`config.mk`:
```
export PLATFORM = sky130hd
export DESIGN_NAME = tdm_demux_flat
export DESIGN_NICKNAME = d
export VERILOG_FILES = /design/src/rtl/tdm_pkg.sv /design/src/rtl/tdm_demux_if.sv /design/src/rtl/tdm_slot_ctr.sv /design/src/rtl/tdm_demux.sv /design/src/flat_wrapper.sv
export SDC_FILE = /design/constraint.sdc
export NUM_CORES = 1
export LEC_CHECK = 0
export BUFFER_PORTS_ARGS = -buffer_cell sky130_fd_sc_hd__buf_2
export CAP_MARGIN = 30
export CELL_PAD_IN_SITES_DETAIL_PLACEMENT = 1
export CELL_PAD_IN_SITES_GLOBAL_PLACEMENT = 1
export CORE_AREA = 2 2 87 72
export CTS_BUF_LIST = sky130_fd_sc_hd__clkbuf_16
export DETAILED_ROUTE_END_ITERATION = 10
export DIE_AREA = 0 0 89 74
export MAX_ROUTING_LAYER = met4
export PLACE_DENSITY_LB_ADDON = 0.2
export REMOVE_ABC_BUFFERS = 1
export SKIP_CTS_REPAIR_TIMING = 1
export SLEW_MARGIN = 25
export SYNTH_ARGS = -nofsm -noshare
export SYNTH_HDL_FRONTEND = slang
export SYNTH_SLANG_ARGS = --single-unit
```
`constraint.sdc`:
```
create_clock -name clk -period 1.81 [get_ports clk]
set_input_delay 0.362 -clock clk [delete_from_list [all_inputs] [get_ports clk]]
set_output_delay 0.362 -clock clk [all_outputs]
set_load 0.05 [all_outputs]
```
`src/rtl/tdm_pkg.sv`:
```
// tdm_pkg: state encoding, default sizes and slot wrap shared by both ends of the TDM link
package tdm_pkg;
  localparam int NUM_CH_DEF = 4;
  localparam int DW_DEF = 8;
  typedef enum logic {HUNT = 1'b0, LOCKED = 1'b1} state_e;
  // Wrap explicitly at n-1 so non-power-of-two channel counts stay correct
  function automatic int unsigned slot_next(input int unsigned slot, input int unsigned n);
    return (slot == n - 1) ? 0 : slot + 1;
  endfunction
endpackage

```
`src/rtl/tdm_demux_if.sv`:
```
// tdm_demux_if: serial TDM input and parallel channel outputs of the demultiplexer
interface tdm_demux_if #(
  parameter int NUM_CH = 4,
  parameter int DW = 8
);
  logic in_valid;
  logic in_sync;
  logic [DW-1:0] in_data;
  logic [NUM_CH*DW-1:0] out_data;
  logic [NUM_CH-1:0] out_valid;
  logic frame_done;
  logic sync_err;
  logic locked;
  modport master (
    output in_valid, in_sync, in_data,
    input out_data, out_valid, frame_done, sync_err, locked
  );
  modport slave (
    input in_valid, in_sync, in_data,
    output out_data, out_valid, frame_done, sync_err, locked
  );
endinterface

```
`src/rtl/tdm_slot_ctr.sv`:
```
// tdm_slot_ctr: frame slot counter with clear, load-to-1, wrapping advance and last-slot flag
module tdm_slot_ctr
  import tdm_pkg::*;
#(
  parameter int NUM_CH = NUM_CH_DEF,
  parameter int SW = $clog2(NUM_CH)
) (
  input  logic clk,
  input  logic rst,
  input  logic clr,
  input  logic load1,
  input  logic adv,
  output logic [SW-1:0] slot,
  output logic last
);
  always_ff @(posedge clk) begin
    if (rst || clr) slot <= '0;
    else if (load1) slot <= SW'(1);
    else if (adv) slot <= SW'(slot_next(32'(slot), NUM_CH));
  end
  assign last = (slot == SW'(NUM_CH - 1));
endmodule

```
`src/rtl/tdm_demux.sv`:
```
// tdm_demux: splits a sync-framed serial sample stream into NUM_CH registered channels
module tdm_demux
  import tdm_pkg::*;
#(
  parameter int NUM_CH = NUM_CH_DEF,
  parameter int DW = DW_DEF,
  localparam int SW = $clog2(NUM_CH)
) (
  input logic clk,
  input logic rst,
  tdm_demux_if.slave bus
);
  localparam logic [0:0] ST_HUNT = HUNT;
  localparam logic [0:0] ST_LOCKED = LOCKED;
  logic [0:0] state;
  logic [SW-1:0] slot;
  logic last;
  logic start, wr_mid, lose, err_c, wr_en, is_locked;
  logic [SW-1:0] wr_idx;
  logic [NUM_CH*DW-1:0] data;
  logic [NUM_CH-1:0] ov;
  logic fd, err;
  assign is_locked = (state == ST_LOCKED);
  // Any sync sample (re)starts a frame at slot 0, whether hunting or locked
  always_comb begin
    start = bus.in_valid & bus.in_sync;
    wr_mid = bus.in_valid & is_locked & ~bus.in_sync & (slot != '0);
    lose = bus.in_valid & is_locked & ~bus.in_sync & (slot == '0);
    err_c = bus.in_valid & is_locked & ((slot != '0) ? bus.in_sync : ~bus.in_sync);
    wr_en = start | wr_mid;
    wr_idx = start ? '0 : slot;
  end
  tdm_slot_ctr #(.NUM_CH(NUM_CH), .SW(SW)) u_ctr (
    .clk(clk),
    .rst(rst),
    .clr(lose),
    .load1(start),
    .adv(wr_mid),
    .slot(slot),
    .last(last)
  );
  always_ff @(posedge clk) begin
    if (rst) begin
      state <= ST_HUNT;
      data <= '0;
      ov <= '0;
      fd <= 1'b0;
      err <= 1'b0;
    end else begin
      ov <= wr_en ? (NUM_CH'(1) << wr_idx) : '0;
      fd <= wr_mid & last;
      err <= err_c;
      state <= start ? ST_LOCKED : lose ? ST_HUNT : state;
      for (int k = 0; k < NUM_CH; k++)
        if (wr_en && wr_idx == SW'(k)) data[k*DW +: DW] <= bus.in_data;
    end
  end
  assign bus.out_data = data;
  assign bus.out_valid = ov;
  assign bus.frame_done = fd;
  assign bus.sync_err = err;
  assign bus.locked = is_locked;
endmodule
```
`src/flat_wrapper.sv`:
```
// flat-port wrapper written by rule: the top's interface ports become plain ports
module tdm_demux_flat import tdm_pkg::*;
#(
  parameter int NUM_CH = NUM_CH_DEF,
  parameter int DW = DW_DEF,
  localparam int SW = $clog2(NUM_CH)
)
  (clk, rst, bus_in_valid, bus_in_sync, bus_in_data, bus_out_data, bus_out_valid, bus_frame_done, bus_sync_err, bus_locked);
  tdm_demux_if #(.NUM_CH(NUM_CH), .DW(DW)) bus_i ();
  input logic clk;
  input logic rst;
  input wire logic [$bits(bus_i.in_valid)-1:0] bus_in_valid;
  input wire logic [$bits(bus_i.in_sync)-1:0] bus_in_sync;
  input wire logic [$bits(bus_i.in_data)-1:0] bus_in_data;
  output wire logic [$bits(bus_i.out_data)-1:0] bus_out_data;
  output wire logic [$bits(bus_i.out_valid)-1:0] bus_out_valid;
  output wire logic [$bits(bus_i.frame_done)-1:0] bus_frame_done;
  output wire logic [$bits(bus_i.sync_err)-1:0] bus_sync_err;
  output wire logic [$bits(bus_i.locked)-1:0] bus_locked;
  assign bus_i.in_valid = bus_in_valid;
  assign bus_i.in_sync = bus_in_sync;
  assign bus_i.in_data = bus_in_data;
  assign bus_out_data = bus_i.out_data;
  assign bus_out_valid = bus_i.out_valid;
  assign bus_frame_done = bus_i.frame_done;
  assign bus_sync_err = bus_i.sync_err;
  assign bus_locked = bus_i.locked;
  tdm_demux #(.NUM_CH(NUM_CH), .DW(DW)) u_core (.clk(clk), .rst(rst), .bus(bus_i));
endmodule
```
# After elaboration in Yosys (flattened, before gate mapping)
# Index checks and enable logic that the tools add are counted.
[totals]
mem_bits_rw = 0
output_inout_bits = 39
elab_cells = 45
latchBits = 0
register_bits = 41
memories = 0
input_bits = 12
romBits = 0
[op_classes]
addsub = 1
mul = 0
div_mod_pow = 0
mux = 7
bitwise_logic = 10
n_shift = 1
reduce_logical = 12
n_eq_ne = 4
n_lt_le_gt_ge = 0
[ops]
columns = ["op", "n"]
rows = [
  ["$and 1x1->1", 7],
  ["$eq 2x2->1 const B", 3],
  ["$reduce_bool 2->1", 3],
  ["$mux 1", 5],
  ["$logic_and 1x1->1", 4],
  ["$logic_not 2->1", 2],
  ["$mux 2", 2],
  ["$reduce_or 2->1", 2],
  ["$shl 1x2->4 const A", 1],
  ["$add 2x1->2 const B", 1],
  ["$eq 2x1->1 const B", 1],
  ["$not 1->1", 2],
  ["$logic_or 1x1->1", 1],
  ["$or 1x1->1", 1],
]

# Longest topological paths before layout
# Gate-level depths: netlist of run 1.
[logic_depth]
ltp_word = 6
depth_mapped = 8
ltp_nobuf = 5

# Hierarchy
# Synthesis of run 1 repeated with hierarchy kept, for this count alone.
[unflattened]
hier_cells = 168
hier_area_um2 = 1604.0
[by_module_without_submodules]
columns = ["module", "instances", "area_per_inst_um2", "cells_each", "seq_area_each_um2"]
rows = [
  ["tdm_demux", 1, 1508.9, 159, 780.7],
  ["tdm_slot_ctr", 1, 95.1, 9, 40.0],
]

# Worst setup path before layout of run 1
# No wires, ideal clock.
[synth_path]
path_kind = "register to register"
from = "register u_core.u_ctr.slot[0]"
to = "register u_core.data[24], in the netlist u_core.bus.out_data[24]"
path_slack_ns = 0.122
setup_time_ns = 0.122
path_stages_with_launch = 8
t_required_ns = 1.688
path_buffers = 2
t_arrival_ns = 1.566
synth_period_minus_slack_ns = 1.688
cell_sequence = "dfxtp_1 > buf_6 > inv_1 > ha_1 > buf_6 > and4bb_4 > nand3_4 > mux2i_1"
[synth_via]
elab_chain_len = 4
word_cells_on_any_way = 6
cone_classes = "1 x eq/ne; 1 x mux; 2 x bitwise; 2 x reduce/logical"
[synth_rtl]
columns = ["item", "line_no", "text"]
rows = [
  ["start, declared", "tdm_slot_ctr.sv:13", "output logic [SW-1:0] slot,"],
  ["start signal, assigned", "tdm_slot_ctr.sv:19", "else if (adv) slot <= SW'(slot_next(32'(slot), NUM_CH));"],
  ["$reduce_bool 2->1", "tdm_demux.sv:27", "wr_mid = bus.in_valid & is_locked & ~bus.in_sync & (slot != '0);"],
  ["$and 1x1->1", "tdm_demux.sv:27", ""],
  ["$or 1x1->1", "tdm_demux.sv:30", "wr_en = start | wr_mid;"],
  ["$logic_and 1x1->1 (*)", "tdm_demux.sv:55", "if (wr_en && wr_idx == SW'(k)) data[k*DW +: DW] <= bus.in_data;"],
  ["end signal, assigned by index", "tdm_demux.sv:55", ""],
  ["end, declared", "tdm_demux.sv:20", "logic [NUM_CH*DW-1:0] data;"],
]
# Every way passes the cells marked *; elsewhere a longest branch is shown, timed or not.
# A chain may end at the register's enable or synchronous reset.

# Final worst setup path of run 1
[layout_path]
from = "register u_core.u_ctr.slot[1]"
to = "register u_core.data[0], in the netlist u_core.bus.out_data[0]"
# The elaborated chain is that of the path after synthesis.

==> impl_metrics.tcl, run 1 <==
set metrics [dict create \
    max_slew_margin_pct 75.7 \
    ctsLongestPathBuffers 2 \
    insertedDiodeCount 0 \
    critPathLaunchType "register" \
    drive_above_1_share_pct 30.9 \
    path_cells "inv_1, ha_2, nor4b_4, buf_4, or4b_1, nand3_1" \
    design_area_um2 2470 \
    whs_endpoint "u_core.bus.out_data[6]" \
    rrSetupSlack_ns 0.19 \
    slew_violations 0 \
    core_area_um2 5760 \
    layout_common_cells "buf_2 (50), dfxtp_1 (41), nand2b_1 (26)" \
    hold_depth 3 \
    final_cells 330 \
    grt_max_degree 24 \
    critical-path-slowest-cell "or4b_1" \
    grt_use_total_pct 17.2 \
    status "finished clean" \
    rsz0062_at_grt "false" \
    fillers 698 \
    cp.arrival_ns 1.85 \
    synth_cells 198 \
    yosysUniqueCellTypes 33 \
    antenna_found_initial 0 \
    ys_ff_latch 41 \
    fin_crit_ns 1.62 \
    rows 25 \
    path_depth 6 \
    ys_warn_count 0 \
    r2r_start "u_core.u_ctr.slot[1]" \
    critical_path_class "reg -> reg" \
    vias_per_cell 4.90 \
    clock_latency_ns 0.28 \
    start_util_pct 33.9 \
    finalSetupViolCount 0 \
    dpl.cell_count 322 \
    layout_commonest_cell "buf_2" \
    synth_area_per_cell_um2 9.85 \
    grt.overflow.total 0 \
    hold_viol 0 \
    drt_wl_total_um 4990 \
    io_buffers 50 \
    worstHoldPathType "in -> reg" \
    dieArea_um2 6590 \
    place_ws_ns 0.131 \
    die_x_um 89 \
    crit_family "simple AND/OR/NAND/NOR gates" \
    end_kind "register" \
    crit_fanout 17 \
    critPathRequiredTime_ns 2.03 \
    drc 0 \
    critPathMaxStageDelay_ns 0.48 \
    cts_tree "yes" \
    maxCapViolations 0 \
    drt_iter0_markers 33 \
    ir_worst_vdd_mv 0.300 \
    worst_pin_slew_ns 0.363 \
    critPathBufInv 2 \
    holdCritStartpoint "bus_in_data[6]" \
    nets 262 \
    worst_slack_ns 0.186 \
    syn_area_um2 1950 \
    clk_pin_slew_ns 0.06 \
    grt_pass1_wl_um 8270 \
    r2r_cells 6 \
    dpl_cell_area_um2 2280 \
    finalCritPeriodShare_pct 89.7 \
    htreeDepth 2 \
    cts.sinks 41 \
    gp_congestion 0.742 \
    grt_pass1_vias 1636 \
    syn_to_final_growth_pct 27.0 \
    ant_nets 0 \
    die_y_um 74 \
    firstDrtPassIters 4 \
    rr_endpoint "u_core.bus.out_data[0]" \
    io_pins 51 \
    routedWlPerCell_um 15.1 \
    leakage_nw 1.09 \
    dp_hpwl_um 3540 \
    ys_seq_area_share_pct 42.1 \
    vias 1616 \
    tns_ns 0 \
    ctsRootBufferMaster "clkbuf_16" \
    timing.fmax_ghz 0.616 \
    power_density_nw_per_um2 930 \
    clock_skew_ns 0.00505 \
    numCtsBuffers 5 \
]
==> sequential cells by signal, summed over array words and instances (netlist names) <==
signal                 cells
u_core.bus.frame_done      1
u_core.bus.locked          1
u_core.bus.out_data       32
u_core.bus.out_valid       4
u_core.bus.sync_err        1
u_core.u_ctr.slot          2
==> cells in the mapped netlist <==
| library cell | count | area share (%) |
|---|---|---|
| nor3_1 | 3 | 0.77 |
| buf_6 | 3 | 1.7 |
| nor2b_1 | 9 | 2.9 |
| a31oi_1 | 8 | 2.6 |
| a221oi_1 | 2 | 0.90 |
| nor3_2 | 1 | 0.51 |
| nor4b_4 | 1 | 1.2 |
| and4bb_4 | 1 | 0.83 |
| buf_2 | 6 | 1.5 |
| mux2i_1 | 16 | 8.2 |
| xnor2_1 | 1 | 0.45 |
| nor4b_1 | 1 | 0.45 |
| clkbuf_1 | 7 | 1.3 |
| nand3b_1 | 1 | 0.39 |
| buf_1 | 1 | 0.19 |
| a22oi_1 | 1 | 0.39 |
| nand4bb_1 | 1 | 0.58 |
| nand2_1 | 4 | 0.77 |
| nor3b_1 | 9 | 3.5 |
| nand3_1 | 8 | 2.1 |
| or4b_1 | 8 | 4.1 |
| o21ai_0 | 18 | 4.6 |
| nand3_2 | 1 | 0.51 |
| nor2_1 | 3 | 0.58 |
| dfxtp_1 | 41 | 42 |
| a21o_1 | 1 | 0.39 |
| buf_4 | 1 | 0.39 |
| inv_1 | 2 | 0.39 |
| nand3_4 | 2 | 1.8 |
| nand2b_1 | 26 | 8.3 |
| ha_1 | 2 | 1.3 |
| a211oi_2 | 1 | 0.64 |
| nand4b_1 | 8 | 3.6 |
==> tightest hold or removal path, stage by stage <==
cell     delay (ns)
buf_2          0.10
a31oi_1        0.07
nand3_1        0.07
==> metrics by stage <==
step	power, mW	hold WS [ns]	util [%]
6_report	2.30	0.354	43.0
5_1_grt	2.39	0.378	43.0
4_1_cts	2.33	0.346	43.0
3_5_place_dp	1.18	0.468	39.7
3_3_place_gp	1.18	0.461	39.7
2_1_floorplan	1.08	0.427	-
==> cell type report <==
type / count / area, µm² / share of cell area, %
Clock inverter: 3 / 65.1 / 2.63
Sequential cell: 41 / 821 / 33.2
Clock buffer: 5 / 125 / 5.06
Timing Repair Buffer: 61 / 333 / 13.4
Multi-Input combinational cell: 137 / 1020 / 41.3
Tap cell: 81 / 101 / 4.10
Inverter: 2 / 7.51 / 0.303
==> power by group <==
group | switching [mW] | leakage, nW | internal, mW
registers | 0.0123 | 0.332 | 0.920
clock network | 0.353 | 0.0938 | 0.787
logic | 0.151 | 0.668 | 0.0781
total | 0.517 | 1.09 | 1.79
==> routing by layer <==
metal  up-vias  track usage [%]  routed length, µm
li1        811                -                  -
met1       770             23.0               2450
met2        31             25.6               2300
met3         4             3.88                185
met4         0             5.97                 56
met5         -                -                  0
==> cells by family (layout without fill, tap and decap cells) <==
logic type	count (synthesis)	count (layout)	synth area share (%)
adders and majority gates	2	2	1.28
buffers and inverters	20	71	5.58
muxes	16	16	8.22
and+or+nand+nor	87	87	32.9
DFF	41	41	42.1
AOI/OAI and AO/OA	31	31	9.50
xor gates and xnor gates	1	1	0.449
==> how the worst max path moves through the flow <==
stage / to / start / slack (ns)
global route: u_core.bus.out_data[2] / u_core.u_ctr.slot[1] / 0.07
CTS: u_core.bus.out_data[0] / u_core.u_ctr.slot[1] / 0.1
global placement: u_core.bus.out_data[24] / u_core.u_ctr.slot[1] / 0.18
detailed placement: u_core.bus.out_data[7] / u_core.u_ctr.slot[1] / 0.13
finish: u_core.bus.out_data[0] / u_core.u_ctr.slot[1] / 0.19
floorplan: u_core.bus.out_data[12] / u_core.u_ctr.slot[0] / -0.19
Note: power is estimated with default switching activity, not from simulation.
==> inputs of run 2 (changes only) <==
--- a/config.mk
+++ b/config.mk
@@ -16,6 +16,7 @@
 export MAX_ROUTING_LAYER = met4
 export PLACE_DENSITY_LB_ADDON = 0.2
 export REMOVE_ABC_BUFFERS = 1
+export SETUP_SLACK_MARGIN = 0.2
 export SKIP_CTS_REPAIR_TIMING = 1
 export SLEW_MARGIN = 25
 export SYNTH_ARGS = -nofsm -noshare
==> impl_metrics.tcl, run 2 (synthesized netlist as in run 1, its figures left out) <==
set metrics [dict create \
    antenna_found_initial 0 \
    rrSetupSlack_ns 0.26 \
    critPathLaunchType "register" \
    io_pins 51 \
    grt_use_total_pct 17.2 \
    timing.fmax_ghz 0.647 \
    holdCritStartpoint "bus_in_data[6]" \
    insertedDiodeCount 0 \
    status "finished clean" \
    routedWlPerCell_um 15.4 \
    final_core_util_pct 43.8 \
    dieArea_um2 6590 \
    ant_nets 0 \
    r2r_start "u_core.u_ctr.slot[0]" \
    die_x_um 89 \
    ctsLongestPathBuffers 2 \
    layout_common_cells "buf_2 (50), dfxtp_1 (41), nand2b_1 (26)" \
    firstDrtPassIters 4 \
    drive_above_1_share_pct 32.1 \
    fin_crit_ns 1.55 \
    whs_endpoint "u_core.bus.out_data[6]" \
    rr_endpoint "u_core.bus.out_data[30]" \
    dp_hpwl_um 3540 \
    largest_reg_flops 32 \
    crit_fanout 9 \
    nets 262 \
    clock_latency_ns 0.28 \
    grt_max_degree 24 \
    r2r_cells 5 \
    io_buffers 50 \
    end_kind "register" \
    maxCapViolations 0 \
    worst_slack_ns 0.265 \
    max_slew_margin_pct 75.9 \
    gp_congestion 0.742 \
    rows 25 \
    clock_skew_ns 0.00485 \
    hold_depth 3 \
    finalSetupViolCount 0 \
    numCtsBuffers 5 \
    drc 0 \
    drt_iter0_markers 43 \
    critPathBufInv 1 \
    finalCritPeriodShare_pct 85.4 \
    power_density_nw_per_um2 918 \
    worst_pin_slew_ns 0.361 \
    place_ws_ns 0.131 \
    critPathMaxStageDelay_ns 0.42 \
    critPathRequiredTime_ns 1.97 \
    vias_per_cell 4.93 \
    critical_path_class "reg -> reg" \
    cp.arrival_ns 1.70 \
    slew_violations 0 \
    crit_family "simple AND/OR/NAND/NOR gates" \
    drt_wl_total_um 5080 \
    leakage_nw 1.10 \
    worstHoldPathType "in -> reg" \
    ctsRootBufferMaster "clkbuf_16" \
    ir_worst_vdd_mv 0.301 \
    grt.overflow.total 0 \
    htreeDepth 2 \
    cts.sinks 41 \
    hold_viol 0 \
    core_area_um2 5760 \
    grt_pass1_wl_um 8270 \
    tns_ns 0 \
    layout_commonest_cell "buf_2" \
    vias 1628 \
    syn_to_final_growth_pct 29.3 \
    start_util_pct 33.9 \
    rsz0062_at_grt "false" \
    grt_pass1_vias 1636 \
    p_total_mw 2.31 \
    path_cells "inv_1, ha_4, and4bb_4, nand3_4, mux2i_1" \
    die_y_um 74 \
    critical-path-slowest-cell "and4bb_4" \
    holdWs_ns 0.352 \
    clk_pin_slew_ns 0.06 \
    cts_tree "yes" \
]
==> run 2: per-stage QoR <==
stage / cell area [µm²] / cells
after floorplan: 1850 / 180
after global routing: 2520 / 330
final: 2520 / 330
after CTS: 2470 / 330
after detailed placement: 2280 / 322
after global placement: 2280 / 322
==> run 2: where the power goes <==
group	switching [mW]	internal, mW
clock	0.355	0.787
combinational	0.155	0.0830
sequential	0.0131	0.920
==> run 2: worst min-delay path, delay by kind of cell <==
kind	cells	cell delay [ns]
buffers and inverters	1	0.10
and+or+nand+nor	1	0.07
AOI/OAI and AO/OA	1	0.07
==> run 2: per-layer routing <==
layer,track usage (%),share of wire [%]
met5,-,0
met2,25.6,45
met1,23.0,49
met4,5.97,1.5
met3,3.88,3.8
==> run 2: area by class of cell <==
type,count,area (µm²)
multi-input cells,137,1070
clock inverters,3,65.1
flip-flops and latches,41,821
repair buffers,61,333
clock buffers,5,125
inverters,2,7.51
fillers,696,3230
well taps,81,101
==> run 2: worst max path at each step <==
stage / depth (start not counted) / slack [ns] / startpoint / endpoint
floorplan: 5 / -0.19 / u_core.u_ctr.slot[0] / u_core.bus.out_data[12]
global placement: 5 / 0.18 / u_core.u_ctr.slot[1] / u_core.bus.out_data[24]
detailed placement: 6 / 0.13 / u_core.u_ctr.slot[1] / u_core.bus.out_data[7]
CTS: 6 / 0.1 / u_core.u_ctr.slot[1] / u_core.bus.out_data[0]
global route: 5 / 0.19 / u_core.u_ctr.slot[0] / u_core.bus.out_data[28]
finish: 5 / 0.26 / u_core.u_ctr.slot[0] / u_core.bus.out_data[30]
